<file path="src/rtl/mac_operand_arbiter.sv">
// Round-robin arbiter/sequencer sharing the MAC operand path between the
// matrix load unit (A) and the CPU register-file port (B). The winning beat
// is captured in a one-entry output register with a valid/ready handshake.
// Bursts end on a last flag, on a dropped valid, or by forced preemption
// after MAX_BURST beats while the other requester is waiting.
module mac_operand_arbiter #(
  parameter int DATA_W    = 32,
  parameter int MAX_BURST = 8,
  parameter int CNT_W     = 4
) (
  input  logic              clk,
  input  logic              rst_n,
  input  logic              a_valid,
  input  logic [DATA_W-1:0] a_data,
  input  logic              a_last,
  output logic              a_ready,
  input  logic              b_valid,
  input  logic [DATA_W-1:0] b_data,
  input  logic              b_last,
  output logic              b_ready,
  output logic              sel,
  output logic              out_valid,
  output logic [DATA_W-1:0] out_data,
  output logic              out_last,
  output logic              out_src,
  input  logic              out_ready,
  output logic              preempt
);

  typedef enum logic [1:0] {
    IDLE  = 2'd0,
    GNT_A = 2'd1,
    GNT_B = 2'd2
  } state_t;

  state_t             state;
  state_t             state_next;
  logic               last_grant;   // 0 = A was served last, 1 = B
  logic [CNT_W-1:0]   beat_cnt;

  logic               can_load;
  logic               g_src;
  logic               g_valid;
  logic               g_last;
  logic [DATA_W-1:0]  g_data;
  logic               o_valid;
  logic               xfer;
  logic               cnt_max;
  logic               rel_last;
  logic               rel_pre;
  logic               rel_drop;
  logic               release_g;

  // Round-robin pick: a lone requester wins, a tie goes to whoever was not
  // served last.
  function automatic state_t arbitrate(input logic av, input logic bv,
                                       input logic lg);
    state_t s;
    s = IDLE;
    if (av && bv)  s = lg ? GNT_A : GNT_B;
    else if (av)   s = GNT_A;
    else if (bv)   s = GNT_B;
    return s;
  endfunction

  // The output register can take a new beat when empty or being drained.
  assign can_load = !out_valid || out_ready;
  assign a_ready  = (state == GNT_A) && can_load;
  assign b_ready  = (state == GNT_B) && can_load;

  // Route the granted requester, detect transfers and release conditions,
  // and form the next grant.
  always_comb begin
    g_src     = (state == GNT_B);
    g_valid   = g_src ? b_valid : a_valid;
    g_last    = g_src ? b_last  : a_last;
    g_data    = g_src ? b_data  : a_data;
    o_valid   = g_src ? a_valid : b_valid;
    xfer      = (a_ready && a_valid) || (b_ready && b_valid);
    cnt_max   = (beat_cnt == CNT_W'(MAX_BURST - 1));
    rel_last  = xfer && g_last;
    rel_pre   = xfer && !g_last && cnt_max && o_valid;
    // A stalled output freezes the grant even if the requester drops valid.
    rel_drop  = (state != IDLE) && can_load && !g_valid;
    release_g = rel_last || rel_pre || rel_drop;
    state_next = state;
    if (state == IDLE)
      state_next = arbitrate(a_valid, b_valid, last_grant);
    else if (release_g)
      // The releasing requester becomes last_grant, so arbitrate against it.
      state_next = arbitrate(a_valid, b_valid, g_src);
  end

  // Grant FSM, beat counter and registered output stage.
  always_ff @(posedge clk or negedge rst_n) begin
    if (!rst_n) begin
      state      <= IDLE;
      sel        <= 1'b0;
      out_valid  <= 1'b0;
      out_data   <= '0;
      out_last   <= 1'b0;
      out_src    <= 1'b0;
      preempt    <= 1'b0;
      beat_cnt   <= '0;
      last_grant <= 1'b1;
    end else begin
      state   <= state_next;
      if (state_next != IDLE)
        sel <= (state_next == GNT_B);
      preempt <= rel_pre;

      if (xfer) begin
        out_valid <= 1'b1;
        out_data  <= g_data;
        out_last  <= g_last;
        out_src   <= g_src;
      end else if (out_valid && out_ready) begin
        out_valid <= 1'b0;
      end

      // Counter saturates at MAX_BURST-1 when nobody is waiting.
      if (release_g) begin
        last_grant <= g_src;
        beat_cnt   <= '0;
      end else if (xfer && !cnt_max) begin
        beat_cnt <= beat_cnt + CNT_W'(1);
      end
    end
  end

endmodule

</file>
<file path="config.mk">
export PLATFORM = sky130hd
export DESIGN_NAME = mac_operand_arbiter
export DESIGN_NICKNAME = d
export VERILOG_FILES = /design/src/rtl/mac_operand_arbiter.sv
export SDC_FILE = /design/constraint.sdc
export NUM_CORES = 1
export LEC_CHECK = 0
export CORE_MARGIN = 1
export CORE_UTILIZATION = 43
export CTS_CLUSTER_DIAMETER = 120
export DETAILED_ROUTE_END_ITERATION = 16
export PLACE_DENSITY = 0.86
export SLEW_MARGIN = 20
export SYNTH_ARGS = -nofsm -noshare
export SYNTH_HDL_FRONTEND = slang
export SYNTH_SLANG_ARGS = --single-unit
</file>
<file path="constraint.sdc">
create_clock -name clk -period 3.8 [get_ports clk]
set_clock_uncertainty 0.2 [all_clocks]
set_input_delay 1.14 -clock clk [delete_from_list [all_inputs] [get_ports clk]]
set_output_delay 1.14 -clock clk [all_outputs]
set_load 0.005 [all_outputs]
</file>
==> results of run 1 <==
==> cells in the mapped netlist <==
master	instances
o21ai_2	1
or3_1	1
xor2_1	2
a21oi_1	3
dfrtp_1	43
mux2i_4	1
nand2b_1	1
dfstp_2	1
a22o_4	1
buf_2	10
and4bb_2	1
o22ai_1	1
mux2_4	1
o22a_1	2
inv_1	2
o21ai_0	2
and2_1	1
o31ai_1	1
o211ai_1	1
nor3_1	1
clkbuf_1	6
a21boi_0	1
nand3b_1	3
ha_1	1
o2bb2ai_1	2
nor2b_4	1
nor2b_1	1
nand2_1	66
a311oi_1	2
a31oi_1	34
buf_6	2
and3_1	2
nor2_1	39
a31o_2	1
mux2i_1	2
xnor2_1	1
nand3_1	3
==> flip-flops by register name, summed over array words and instances, names as in the netlist <==
name / flops
beat_cnt: 4
sel: 1
state: 2
out_valid: 1
last_grant: 1
preempt: 1
out_last: 1
out_data: 32
out_src: 1
==> cells by family after synthesis <==
kind of cell,synth area share [%]
and+or+nand+nor,23.22
AOI/OAI and AO/OA,16.43
DFF,51.13
buffers and inverters,4.759
muxes,2.670
xor gates and xnor gates,1.219
adders and majority gates,0.5803
==> what timing repair did <==
item	4_1_cts	5_1_grt
resized for setup	0	1
endpoints found under the setup margin	0	1
setup buffers	0	0
hold buffers	0	0
==> power groups by stage <==
stage	logic, W	registers (W)	clock network (W)
2_1_floorplan	0.000657	0.000827	0
3_3_place_gp	0.00124	0.000816	0
3_5_place_dp	0.00127	0.000827	0
4_1_cts	0.00127	0.000818	0.000287
5_1_grt	0.00140	0.000846	0.000305
6_report	0.00127	0.000817	0.000271
==> final timing paths <==
path / endpoint / slack (ns)
worst max-delay path: b_ready / 0.11
worst min-delay path: out_src / 0.34
worst max register to register: last_grant / 1.55
worst min register to register: out_src / 0.34
max in group asynchronous: out_valid / 2.40
min in group asynchronous: out_data[14] / 0.63
==> routing by layer <==
| layer | vias to the layer above | share of wire, % |
|---|---|---|
| met5 | - | 0 |
| met2 | 89 | 49 |
| met4 | 0 | 2.4 |
| met3 | 16 | 7.3 |
| met1 | 1017 | 41 |
| li1 | 1042 | - |
==> stage by stage <==
step,util (%),power (W)
CTS,70.46,0.002380
finish,70.61,0.002353
detailed placement,68.84,0.002099
global placement,68.84,0.002057
global route,70.61,0.002550
floorplan,-,0.001484
==> final cells by class <==
class / instances / area (um2)
Fill cell: 394 / 1406
Timing Repair Buffer: 116 / 1141
Sequential cell: 44 / 1102
Multi-Input combinational cell: 180 / 967.2
Tap cell: 67 / 83.83
Clock buffer: 6 / 72.57
Inverter: 2 / 7.507
Clock inverter: 1 / 5.005
==> critical path, stage by stage <==
cell,delay (ns)
clkdlybuf4s50_1,0.47
nor2b_1,0.08
nor2_1,0.14
clkdlybuf4s50_1,0.53
==> placed cells by master, fill, tap and decap left out, drive strengths merged, types with 6 or more instances in the layout <==
master / count
dfrtp: 43
nand2: 66
a31oi: 34
buf: 8
clkdlybuf4s50: 108
nor2: 39
clkbuf: 6
==> results.py, run 1 <==
metrics = {
    "run_status": {
        "status": "finished clean",
    },
    "floorplan": {
        "rows": 25,
        "die_w_um": 72.81,
        "die_area_um2": 5301,
        "start_util_pct": 45.05,
        "die_h_um": 72.81,
        "io_pins": 110,
        "design.core.area_um2": 4786,
    },
    "power_and_ir_drop": {
        "internal_power_w": 0.001509,
        "p_comb_share_pct": 53.8,
        "seq_power_share_pct": 34.7,
        "power_density_nw_per_um2": 696.3,
        "power.leakage_nw": 1.397,
        "peakVddDrop_mv": 0.3610,
        "switching_share_pct": 35.90,
        "clkPwrFrac_pct": 11.5,
        "power_switching_w": 0.0008447,
    },
    "final_layout": {
        "drive_gt1_share_pct": 6.877,
        "syn_to_final_growth_pct": 56.76,
        "diodes": 0,
        "postLayoutCellArea_um2": 3379,
        "stdcell_count": 416,
        "nets": 421,
    },
    "routing": {
        "via_count": 2164,
        "drc": 0,
        "first_pass_iters": 4,
        "wirelength_um": 5446,
        "ant_nets": 0,
        "detail_route.wl_per_cell_um": 13.09,
        "drt_iter0_markers": 63,
        "viasPerCell": 5.202,
    },
    "hold_path": {
        "hold_depth": 2,
        "min_path_type": "reg -> reg",
        "min_from": "out_src",
    },
    "worst_setup_path": {
        "r2r-start": "state[1]",
        "critPathCaptureType": "output port",
        "cp-startpoint": "out_ready",
        "arrival_ns": 2.35,
        "worstSetupStartpointType": "primary input",
        "required_ns": 2.46,
        "critPathKind": "in -> out",
        "crit_path_max_fanout": 3,
        "r2r_cells": 5,
    },
    "sta": {
        "final_max_slew_viol_count": 0,
        "setup_tns_ns": 0,
        "whs_ns": 0.3350,
        "slew_headroom_pct": 63.73,
        "fmax_ghz": 0.2710,
        "setup_violations": 0,
        "fin_crit_sh_pct": 97.11,
        "fin_ws_ns": 0.1100,
        "tightest_slew_ns": 0.5441,
        "rsz0062_at_grt": "no",
        "hold_viol_final": 0,
        "finalCriticalPeriod_ns": 3.690,
    },
    "placed_design": {
        "hpwl_um": 3926,
        "dpl.cell_count": 409,
        "place_ws_ns": 0.1158,
        "gp_congestion": 0.8456,
        "postPlaceCellArea_um2": 3294,
        "port_buffers": 109,
    },
    "global_route": {
        "grt_overflow": 0,
        "use_met3_pct": 5.249,
        "grt_pass1_vias": 1957,
        "use_met1_pct": 26.58,
        "antenna_found_initial": 0,
        "grt_pass1_wl_um": 8921,
        "grt.busiest_layer": "met2",
        "grt_use_met2_pct": 36.66,
        "grt_max_degree": 45,
        "track_usage_pct": 21.72,
    },
    "clock_network": {
        "cts_tree": "yes",
        "htreeDepth": 2,
        "cts-root-buf": "clkbuf_8",
        "cts_buffers": 5,
        "max-clock-path-buffers": 2,
        "cts.clk_slew.worst_paths_ns": 0.07,
        "clk_latency_ns": 0.29,
        "clock_sinks": 44,
    },
    "synth": {
        "synth_nets": 316,
        "yosysWarningCount": 0,
        "ys_types": 37,
        "yosysTopAreaCell": "dfrtp_1",
        "avgSynthCellArea_um2": 8.835,
        "synth-seq-cells": 44,
        "synth.area.top_cells": "dfrtp_1, nand2_1, a31oi_1",
        "synth_top_cell_area_share_pct": 49.91,
        "synth_seq_area_share_pct": 51.13,
        "syn-instance-count": 244,
        "synth_area_um2": 2156,
    },
    "run": {
        "drv_cap": 0,
    },
}
(Power assumes the default switching activity.)
==> inputs of run 2 (changes only) <==
CORE_UTILIZATION = 40   (was 43)
PLACE_DENSITY = 0.81   (was 0.86)
clock period = 4 ns   (was 3.8 ns; I/O delays follow)
==> run 2 against run 1 <==
Effect of this change:
- combinational power fell by 6%
- sequential cell count did not move
- register-to-register slack improved by 0.10 ns
- non-clock buffer count fell by 1
- highest routed layer unchanged
- global-route usage fell by 2.2 points
- die area rose by 7.3%
- critical path depth did not move
- worst hold slack got worse by 0.022 ns
- worst setup slack improved by 0.11 ns
- via count fell by 4.8%
- design area barely moved
- largest cell class unchanged
- sequential share of layout area barely moved
==> results.py, run 2 (synthesized netlist as in run 1, its figures left out) <==
metrics = {
    "run_status": {
        "status": "finished clean",
    },
    "sta": {
        "final_max_slew_viol_count": 0,
        "whs_ns": 0.3126,
        "fin_crit_sh_pct": 94.52,
        "fmax_ghz": 0.2645,
        "rsz0062_at_grt": "no",
        "setup_tns_ns": 0,
        "finalCriticalPeriod_ns": 3.781,
        "fin_ws_ns": 0.2192,
        "slew_headroom_pct": 36.52,
        "hold_viol_final": 0,
        "tightest_slew_ns": 0.9522,
        "setup_violations": 0,
    },
    "power_and_ir_drop": {
        "seq_power_share_pct": 34.6,
        "p_comb_share_pct": 53.1,
        "power_switching_w": 0.0007940,
        "power.leakage_nw": 1.394,
        "internal_power_w": 0.001453,
        "clkPwrFrac_pct": 12.3,
        "peakVddDrop_mv": 0.2971,
        "power_density_nw_per_um2": 664.6,
        "p_total_w": 0.002247,
        "switching_share_pct": 35.34,
    },
    "final_layout": {
        "regMostFlops": "out_data",
        "nets": 420,
        "layout_common_cells": "clkdlybuf4s50_1, nand2_1, dfrtp_1, nor2_1, a31oi_1",
        "syn_to_final_growth_pct": 56.82,
        "reg.largest.list": "out_data: 32 flops, beat_cnt: 4 flops, state: 2 flops",
        "drive_gt1_share_pct": 6.304,
        "largest_reg_flops": 32,
        "nFillCells": 481,
        "final_common_cell": "clkdlybuf4s50_1",
        "postLayoutCellArea_um2": 3381,
        "diodes": 0,
    },
    "worst_setup_path": {
        "slowest_delay_ns": 0.52,
        "r2r_cells": 5,
        "crit_top_cell": "clkdlybuf4s50_1",
        "crit_slowest_cell": "clkdlybuf4s50_1",
        "r2r-start": "state[1]",
        "cp-startpoint": "out_ready",
        "required_ns": 2.60,
        "arrival_ns": 2.38,
        "path_delay_family": "buffers and inverters",
        "worstReg2RegEnd": "last_grant",
        "crit_path_max_fanout": 3,
        "worstSetupStartpointType": "primary input",
        "timing.reg2reg.setup_slack_ns": 1.65,
        "critPathCaptureType": "output port",
        "critPathKind": "in -> out",
        "cp_cell_sequence": "clkdlybuf4s50_1, nor2b_1, nor3_1, clkdlybuf4s50_1",
        "path_buf_inv": 2,
    },
    "hold_path": {
        "min_path_type": "reg -> reg",
        "min_from": "out_src",
        "hold_depth": 2,
        "holdPathEnd": "out_src",
    },
    "global_route": {
        "grt_pass1_vias": 1923,
        "grt_pass1_wl_um": 8452,
        "grt_use_met2_pct": 34.92,
        "track_usage_pct": 19.49,
        "use_met3_pct": 6.614,
        "grt_overflow": 0,
        "grt_max_degree": 45,
        "use_met1_pct": 22.58,
        "grt.busiest_layer": "met2",
        "antenna_found_initial": 0,
    },
    "floorplan": {
        "die_area_um2": 5687,
        "design.core.area_um2": 5140,
        "io_pins": 110,
        "start_util_pct": 41.94,
        "rows": 26,
        "die_w_um": 75.42,
        "die_h_um": 75.42,
    },
    "clock_network": {
        "clk_latency_ns": 0.28,
        "max-clock-path-buffers": 2,
        "cts.clk_slew.worst_paths_ns": 0.08,
        "ctsHoldBuffers": 0,
        "ctsResizeCount": 0,
        "clock_sinks": 44,
        "cts-root-buf": "clkbuf_8",
        "htreeDepth": 2,
        "cts_buffers": 5,
        "cts_tree": "yes",
        "postCtsSetupBuffers": 0,
    },
    "run": {
        "drv_cap": 0,
    },
    "routing": {
        "via_count": 2061,
        "wirelength_um": 5471,
        "viasPerCell": 4.919,
        "drc": 0,
        "ant_nets": 0,
        "first_pass_iters": 4,
        "detail_route.wl_per_cell_um": 13.06,
        "drt_iter0_markers": 63,
    },
    "placed_design": {
        "hpwl_um": 4064,
        "port_buffers": 109,
        "postPlaceCellArea_um2": 3291,
        "gp_congestion": 0.7984,
        "place_ws_ns": 0.2037,
    },
}
==> run 2: cell types whose count changed in the layout (fill, tap and decap cells not counted) <==
| cell | previous run | this run |
|---|---|---|
| buf_4 | 8 | 6 |
| buf_2 | 0 | 1 |
| clkbuf_1 | 1 | 2 |
| clkbuf_8 | 5 | 6 |
| clkinv_2 | 1 | 0 |
| nor3_1 | 0 | 1 |
| nor3_2 | 1 | 0 |
==> run 2: how the worst max path moves through the flow <==
stage / depth (start not counted) / slack, ns / endpoint
6_report: 4 / 0.22 / a_ready
5_1_grt: 4 / 0.11 / b_ready
4_1_cts: 4 / 0.20 / a_ready
3_5_place_dp: 4 / 0.20 / a_ready
3_3_place_gp: 4 / 0.22 / a_ready
2_1_floorplan: 2 / 1.08 / b_ready
==> run 2: worst min-delay path, cell delays in order (launching register included) <==
cell and delay [ns]:
dfrtp_1 0.38, inv_1 0.05, o2bb2ai_1 0.05
==> run 2: power by group through the flow <==
stage / clock [W] / combinational, W / sequential (W)
2_1_floorplan: 0 / 0.000624 / 0.000786
3_3_place_gp: 0 / 0.00119 / 0.000777
3_5_place_dp: 0 / 0.00121 / 0.000788
4_1_cts: 0.000288 / 0.00121 / 0.000780
5_1_grt: 0.000308 / 0.00134 / 0.000807
6_report: 0.000276 / 0.00119 / 0.000778
==> run 2: per-stage QoR <==
step	cells	utilization, %
2_1_floorplan	244	-
3_3_place_gp	411	64.02
3_5_place_dp	411	64.02
4_1_cts	419	65.77
5_1_grt	419	65.77
6_report	419	65.77
==> run 2: final cells by class <==
class	instances	area (um2)	area share [%]
Tap cell	70	87.58	2.591
Clock buffer	8	90.09	2.665
Inverter	2	7.507	0.2221
Multi-Input combinational cell	180	962.2	28.46
Timing Repair Buffer	115	1131	33.46
Sequential cell	44	1102	32.61
==> run 2: routing by layer <==
metal / wire (um) / part of all wire, % / vias to the layer above
li1: - / - / 1043
met1: 2311 / 42 / 940
met2: 2688 / 49 / 72
met3: 427 / 7.8 / 6
met4: 44 / 0.80 / 0
met5: 0 / 0 / -
==> inputs of run 3 (changes only) <==
CTS_CLUSTER_SIZE = 28   (was unset)
==> results of run 3 <==
No change in the layout: final DEF, timing and power equal those of run 2.
